### config.mk
export PLATFORM = sky130hd
export DESIGN_NAME = multi_carrier_generator
export DESIGN_NICKNAME = d
export VERILOG_FILES = /design/src/rtl/multi_carrier_generator.sv
export SDC_FILE = /design/constraint.sdc
export NUM_CORES = 1
export LEC_CHECK = 0
export BUFFER_PORTS_ARGS = -buffer_cell sky130_fd_sc_hd__buf_2
export CAP_MARGIN = 20
export CORE_MARGIN = 3
export CORE_UTILIZATION = 55
export CTS_CLUSTER_SIZE = 30
export DETAILED_ROUTE_END_ITERATION = 8
export PLACE_DENSITY_LB_ADDON = 0.3
export SYNTH_ARGS = -nofsm -noshare
export SYNTH_HDL_FRONTEND = slang
export SYNTH_SLANG_ARGS = --single-unit
### constraint.sdc
create_clock -name clk -period 7.86 [get_ports clk]
set_input_delay 0.786 -clock clk [delete_from_list [all_inputs] [get_ports clk]]
set_output_delay 0.786 -clock clk [all_outputs]
set_load 0.01 [all_outputs]
### src/rtl/multi_carrier_generator.sv
`default_nettype none
// ============================================================================
// Module      : multi_carrier_generator
// Description : N_CH phase-shifted triangular PWM carriers derived from one
//               shared master counter, with shadowed peak/phase registers and
//               an ADC sample strobe on channel 0 peak and/or valley.
// Ports       : clk, rst          - clock, synchronous active-high reset
//               en                - count enable (0 freezes all state)
//               peak_in           - requested carrier peak P (0 treated as 1)
//               phase_in          - per-channel phase, (WIDTH+1) bits each
//               evt_mode          - strobe select: [0] peak, [1] valley
//               count, dir        - per-channel carrier value and slope
//               sample_evt        - one-cycle ADC trigger
//               period_start      - one-cycle pulse when master counter is 0
// Revision    : 1.0 - initial release
// ============================================================================
module multi_carrier_generator #(
    parameter int WIDTH = 7,
    parameter int N_CH  = 2
) (
    input  logic                       clk,
    input  logic                       rst,
    input  logic                       en,
    input  logic [WIDTH-1:0]           peak_in,
    input  logic [N_CH*(WIDTH+1)-1:0]  phase_in,
    input  logic [1:0]                 evt_mode,
    output logic [N_CH*WIDTH-1:0]      count,
    output logic [N_CH-1:0]            dir,
    output logic                       sample_evt,
    output logic                       period_start
);

    localparam int PH_W  = WIDTH + 1;
    localparam int SUM_W = WIDTH + 2;

    logic [WIDTH-1:0]       p_act_q, p_act_d;
    logic [N_CH*PH_W-1:0]   ph_act_q, ph_act_d;
    logic [PH_W-1:0]        m_q, m_d;
    logic [N_CH*WIDTH-1:0]  count_q, count_d;
    logic [N_CH-1:0]        dir_q, dir_d;
    logic                   sample_evt_q, sample_evt_d;
    logic                   period_start_q, period_start_d;

    logic [WIDTH-1:0]       w_peak_eff;
    logic [PH_W-1:0]        w_period_new;
    logic [PH_W-1:0]        w_period;
    logic [PH_W-1:0]        w_last;
    logic                   w_wrap;
    logic [N_CH*WIDTH-1:0]  w_c;
    logic [N_CH-1:0]        w_dir;
    logic [N_CH*PH_W-1:0]   w_ph_new;

    // Values that would be captured into the shadow registers right now.
    assign w_peak_eff   = (peak_in == '0) ? WIDTH'(1) : peak_in;
    assign w_period_new = {w_peak_eff, 1'b0};

    assign w_period = {p_act_q, 1'b0};
    assign w_last   = w_period - PH_W'(1);
    assign w_wrap   = en && (m_q == w_last);

    generate
        for (genvar k = 0; k < N_CH; k++) begin : g_ch
            logic [PH_W-1:0]  w_ph_in;
            logic [PH_W-1:0]  w_ph;
            logic [SUM_W-1:0] w_sum;
            logic [PH_W-1:0]  w_t;

            // Out-of-range phases are validated against the peak being loaded
            // alongside them, not the one currently active.
            assign w_ph_in = phase_in[k*PH_W +: PH_W];
            assign w_ph_new[k*PH_W +: PH_W] = (w_ph_in >= w_period_new) ? '0 : w_ph_in;

            assign w_ph  = ph_act_q[k*PH_W +: PH_W];
            assign w_sum = {1'b0, m_q} + {1'b0, w_ph};
            // Both operands are < 2P, so one conditional subtract folds t into range.
            assign w_t   = (w_sum >= {1'b0, w_period}) ? PH_W'(w_sum - {1'b0, w_period})
                                                       : PH_W'(w_sum);

            assign w_c[k*WIDTH +: WIDTH] = (w_t <= {1'b0, p_act_q}) ? WIDTH'(w_t)
                                                                    : WIDTH'(w_period - w_t);
            assign w_dir[k] = (w_t < {1'b0, p_act_q});
        end
    endgenerate

    always_comb begin
        m_d      = m_q;
        p_act_d  = p_act_q;
        ph_act_d = ph_act_q;
        if (en) begin
            m_d = w_wrap ? '0 : (m_q + PH_W'(1));
            if (w_wrap) begin
                p_act_d  = w_peak_eff;
                ph_act_d = w_ph_new;
            end
        end
    end

    always_comb begin
        count_d        = en ? w_c   : count_q;
        dir_d          = en ? w_dir : dir_q;
        sample_evt_d   = en && ((evt_mode[0] && (w_c[WIDTH-1:0] == p_act_q)) ||
                                (evt_mode[1] && (w_c[WIDTH-1:0] == '0)));
        period_start_d = en && (m_q == '0);
    end

    always_ff @(posedge clk) begin
        if (rst) begin
            m_q            <= '0;
            p_act_q        <= w_peak_eff;
            ph_act_q       <= w_ph_new;
            count_q        <= '0;
            dir_q          <= '1;
            sample_evt_q   <= 1'b0;
            period_start_q <= 1'b0;
        end else begin
            m_q            <= m_d;
            p_act_q        <= p_act_d;
            ph_act_q       <= ph_act_d;
            count_q        <= count_d;
            dir_q          <= dir_d;
            sample_evt_q   <= sample_evt_d;
            period_start_q <= period_start_d;
        end
    end

    assign count        = count_q;
    assign dir          = dir_q;
    assign sample_evt   = sample_evt_q;
    assign period_start = period_start_q;

endmodule
`default_nettype wire

==> flow_summary.json <==
{
  "grt_pass1_wl_um": 20730,
  "clk_transition_reported_paths_ps": 100,
  "dominant_cell_type_by_area_after_synthesis": "sky130_fd_sc_hd__ha_1",
  "postSynthNetCount": 684,
  "grt_start_max_net_pins": 34,
  "clock_sink_count": 49,
  "synthesis.instances": 580,
  "buffer_ports.inserted": 45,
  "worst_setup_path_end_kind": "register",
  "fin_tns_setup_ps": 0,
  "post_drt_wl_per_cell_um": 17.74,
  "antenna_cells": 0,
  "worst_ep_required_time_ps": 8080,
  "final_antenna_net_count": 0,
  "utilization": 0.6196,
  "finish.net_count": 714,
  "power_density_mw_per_mm2": 186.1,
  "postSynth.asyncResetShare": 0,
  "cp_data_arrival_time_ps": 6160,
  "ir_drop_mv": 0.09078,
  "cts_inserted_buffers": 5,
  "globalRoute.totalOverflow": 0,
  "detail_route.vias_per_cell": 6.255,
  "setup_repair_after_global_routing_missed_its_margin": "no",
  "timing.critical_path.from_type": "register",
  "cts.root.buffer_cell": "sky130_fd_sc_hd__clkbuf_8",
  "insertion_delay_ps": 320,
  "drt-initial-drc-count": 259,
  "cap_violations": 0,
  "placedInstanceArea_mm2": 0.005424,
  "placeableCoreArea_mm2": 0.008934,
  "layout.cells.most_common": "sky130_fd_sc_hd__ha_1",
  "max-clock-path-buffers": 2,
  "postRouteWirelength_um": 12750,
  "layout_worst_path_cycle_share": 0.7564,
  "remaining_drcs": 0,
  "post_synth_main_area_contributors": "sky130_fd_sc_hd__ha_1 (17%), sky130_fd_sc_hd__edfxtp_1 (13%), sky130_fd_sc_hd__dfxtp_1 (10%)",
  "multi_input_area_mm2": 0.003654,
  "report.final.setup_viol": 0,
  "num_vias": 4497,
  "first_global_vias": 4282,
  "layout.area.seq_mm2": 0.001211,
  "fp.dieArea_mm2": 0.01058,
  "die_y_um": 102.9,
  "postCtsSetupRepairBufs": 0,
  "synth_sequential_area_ratio": 0.2346,
  "most-common-layout-cells": "sky130_fd_sc_hd__ha_1 (71), sky130_fd_sc_hd__inv_1 (49), sky130_fd_sc_hd__buf_2 (45)",
  "yosysTopAreaCellShare": 0.1721,
  "layout.cell_area.non_filler_mm2": 0.005535,
  "p_leak_nw": 2.535,
  "cts_tree": "built",
  "grt.total_usage": 0.2501,
  "ys_seq_elements": 49,
  "ys_warn_count": 0,
  "finalHoldViolCount": 0,
  "antenna_violations_before_repair": 0,
  "run_status": "finished clean",
  "synth_edf_count": 23,
  "routabilityCongestion": 0.9460,
  "ctsHtreeMaxLevel": 2,
  "relSlewSlack": 0.5719,
  "final_period_minus_worst_setup_slack_ps": 5945,
  "synth-main-ff-cell": "sky130_fd_sc_hd__dfxtp_1",
  "mappedNetlistArea_mm2": 0.005162,
  "dpl.hpwl_um": 10120,
  "syn2layout_area_growth_pct": 7.223,
  "critical_path_class": "register to register",
  "fill_cells": 762,
  "timing.critical_path.fanout_max": 9,
  "die_w_um": 102.9,
  "cts-hold-fix-buffers": 0,
  "hold_path_class": "register to register",
  "netlist-cell-type-count": 75,
  "core.rowCount": 34,
  "worst-slew-pin-transition_ps": 642.2,
  "count_of_boundary_i_o_pins": 46,
  "drive_gt1_frac": 0.1375,
  "maxClockFrequency_mhz": 168.2,
  "postSynthAreaPerCell_um2": 8.901,
  "post_cts_resized": 0,
  "drtPass1Iterations": 5,
  "finClkSkew_ps": 16.52,
  "floorplan.initialDensity": 0.5779,
  "final-max-slew-violation-count": 0
}
==> critical path, cell delays in order (launching register included) <==
cell	delay, ps
sky130_fd_sc_hd__dfxtp_1	470
sky130_fd_sc_hd__ha_1	250
sky130_fd_sc_hd__inv_1	70
sky130_fd_sc_hd__fa_1	400
sky130_fd_sc_hd__nor2b_1	160
sky130_fd_sc_hd__o31a_1	220
sky130_fd_sc_hd__nor4_1	70
sky130_fd_sc_hd__nor3_1	350
sky130_fd_sc_hd__ha_1	410
sky130_fd_sc_hd__nand4b_1	150
sky130_fd_sc_hd__o21a_1	130
sky130_fd_sc_hd__o21ai_1	180
sky130_fd_sc_hd__nor3_4	340
sky130_fd_sc_hd__mux2i_1	430
sky130_fd_sc_hd__inv_1	110
sky130_fd_sc_hd__ha_1	380
sky130_fd_sc_hd__nand2_1	140
sky130_fd_sc_hd__nor2_1	100
sky130_fd_sc_hd__a2111oi_4	400
sky130_fd_sc_hd__o21bai_1	180
sky130_fd_sc_hd__or3b_1	370
sky130_fd_sc_hd__and4_1	200
sky130_fd_sc_hd__and4_1	170
sky130_fd_sc_hd__a31o_1	180
==> layout make-up <==
type | count | share of cell area
sequential | 49 | 0.2188
tap | 108 | 0.02441
clock buffer | 6 | 0.01311
multi-input combinational | 458 | 0.6600
inverter | 49 | 0.03323
clock inverter | 2 | 0.007007
timing repair buffer | 47 | 0.04340
==> per-stage QoR <==
step	hold WS [ps]	instances	worst slack [ps]	total power, mW
global route	503.3	719	1418	1.105
detailed placement	462.5	711	1999	0.8406
finish	483.4	719	1915	1.030
CTS	488.0	719	1976	1.029
floorplan	488.4	580	2686	0.7255
global placement	452.5	711	2200	0.8231
==> cells in the mapped netlist, types with 5 or more instances <==
master / n
sky130_fd_sc_hd__and2_1: 17
sky130_fd_sc_hd__nand4_1: 10
sky130_fd_sc_hd__o21bai_1: 6
sky130_fd_sc_hd__nand3b_1: 5
sky130_fd_sc_hd__o21a_1: 7
sky130_fd_sc_hd__ha_1: 71
sky130_fd_sc_hd__nor3_1: 12
sky130_fd_sc_hd__a21o_1: 17
sky130_fd_sc_hd__nor2_1: 38
sky130_fd_sc_hd__fa_1: 5
sky130_fd_sc_hd__a21oi_1: 33
sky130_fd_sc_hd__mux2i_1: 14
sky130_fd_sc_hd__xor2_1: 13
sky130_fd_sc_hd__xnor2_1: 32
sky130_fd_sc_hd__nor4_1: 5
sky130_fd_sc_hd__nand2b_1: 9
sky130_fd_sc_hd__edfxtp_1: 23
sky130_fd_sc_hd__nand3_1: 13
sky130_fd_sc_hd__o21ai_0: 22
sky130_fd_sc_hd__nor3b_1: 7
sky130_fd_sc_hd__nor2b_1: 6
sky130_fd_sc_hd__inv_1: 49
sky130_fd_sc_hd__a211oi_1: 15
sky130_fd_sc_hd__nand2_1: 24
sky130_fd_sc_hd__dfxtp_1: 26
sky130_fd_sc_hd__clkbuf_1: 19
sky130_fd_sc_hd__mux2_2: 5
==> report_power, final <==
| group | switching, mW | internal (mW) | leakage, nW |
|---|---|---|---|
| registers | 0.0184 | 0.292 | 0.446 |
| clock network | 0.0916 | 0.0963 | 0.0558 |
| logic | 0.300 | 0.231 | 2.03 |
| total | 0.410 | 0.620 | 2.54 |
==> final timing paths <==
check,startpoint,endpoint,slack (ps),depth (start not counted)
max,m_q[0],sample_evt,1910,23
min,dir[1],dir[1],480,2
max reg2reg,m_q[0],sample_evt,1910,23
min reg2reg,dir[1],dir[1],480,2
==> state kept, by name, summed over array words and instances, names as in the netlist <==
register,count
ph_act_q,16
count,14
m_q,8
p_act_q,7
dir,2
period_start,1
sample_evt,1
==> cell families (layout without fill, tap and decap cells) <==
logic type / after synthesis / after routing / share of synthesized area
compound gates: 142 / 142 / 0.2009
xor+xnor: 47 / 47 / 0.08386
fa+ha+maj: 76 / 76 / 0.1915
buf+inv: 73 / 104 / 0.05768
flops: 49 / 49 / 0.2346
mux: 20 / 20 / 0.04096
simple gates: 173 / 173 / 0.1905
==> metal layers <==
metal | vias up | share of wire | global-route usage | wire length [µm]
li1 | 2191 | - | - | -
met5 | - | 0 | 0 | 0
met3 | 42 | 0.071 | 0.04668 | 903
met1 | 2098 | 0.42 | 0.3181 | 5334
met4 | 0 | 0.037 | 0.09960 | 473
met2 | 166 | 0.47 | 0.4193 | 6041
(Power assumes the default switching activity.)
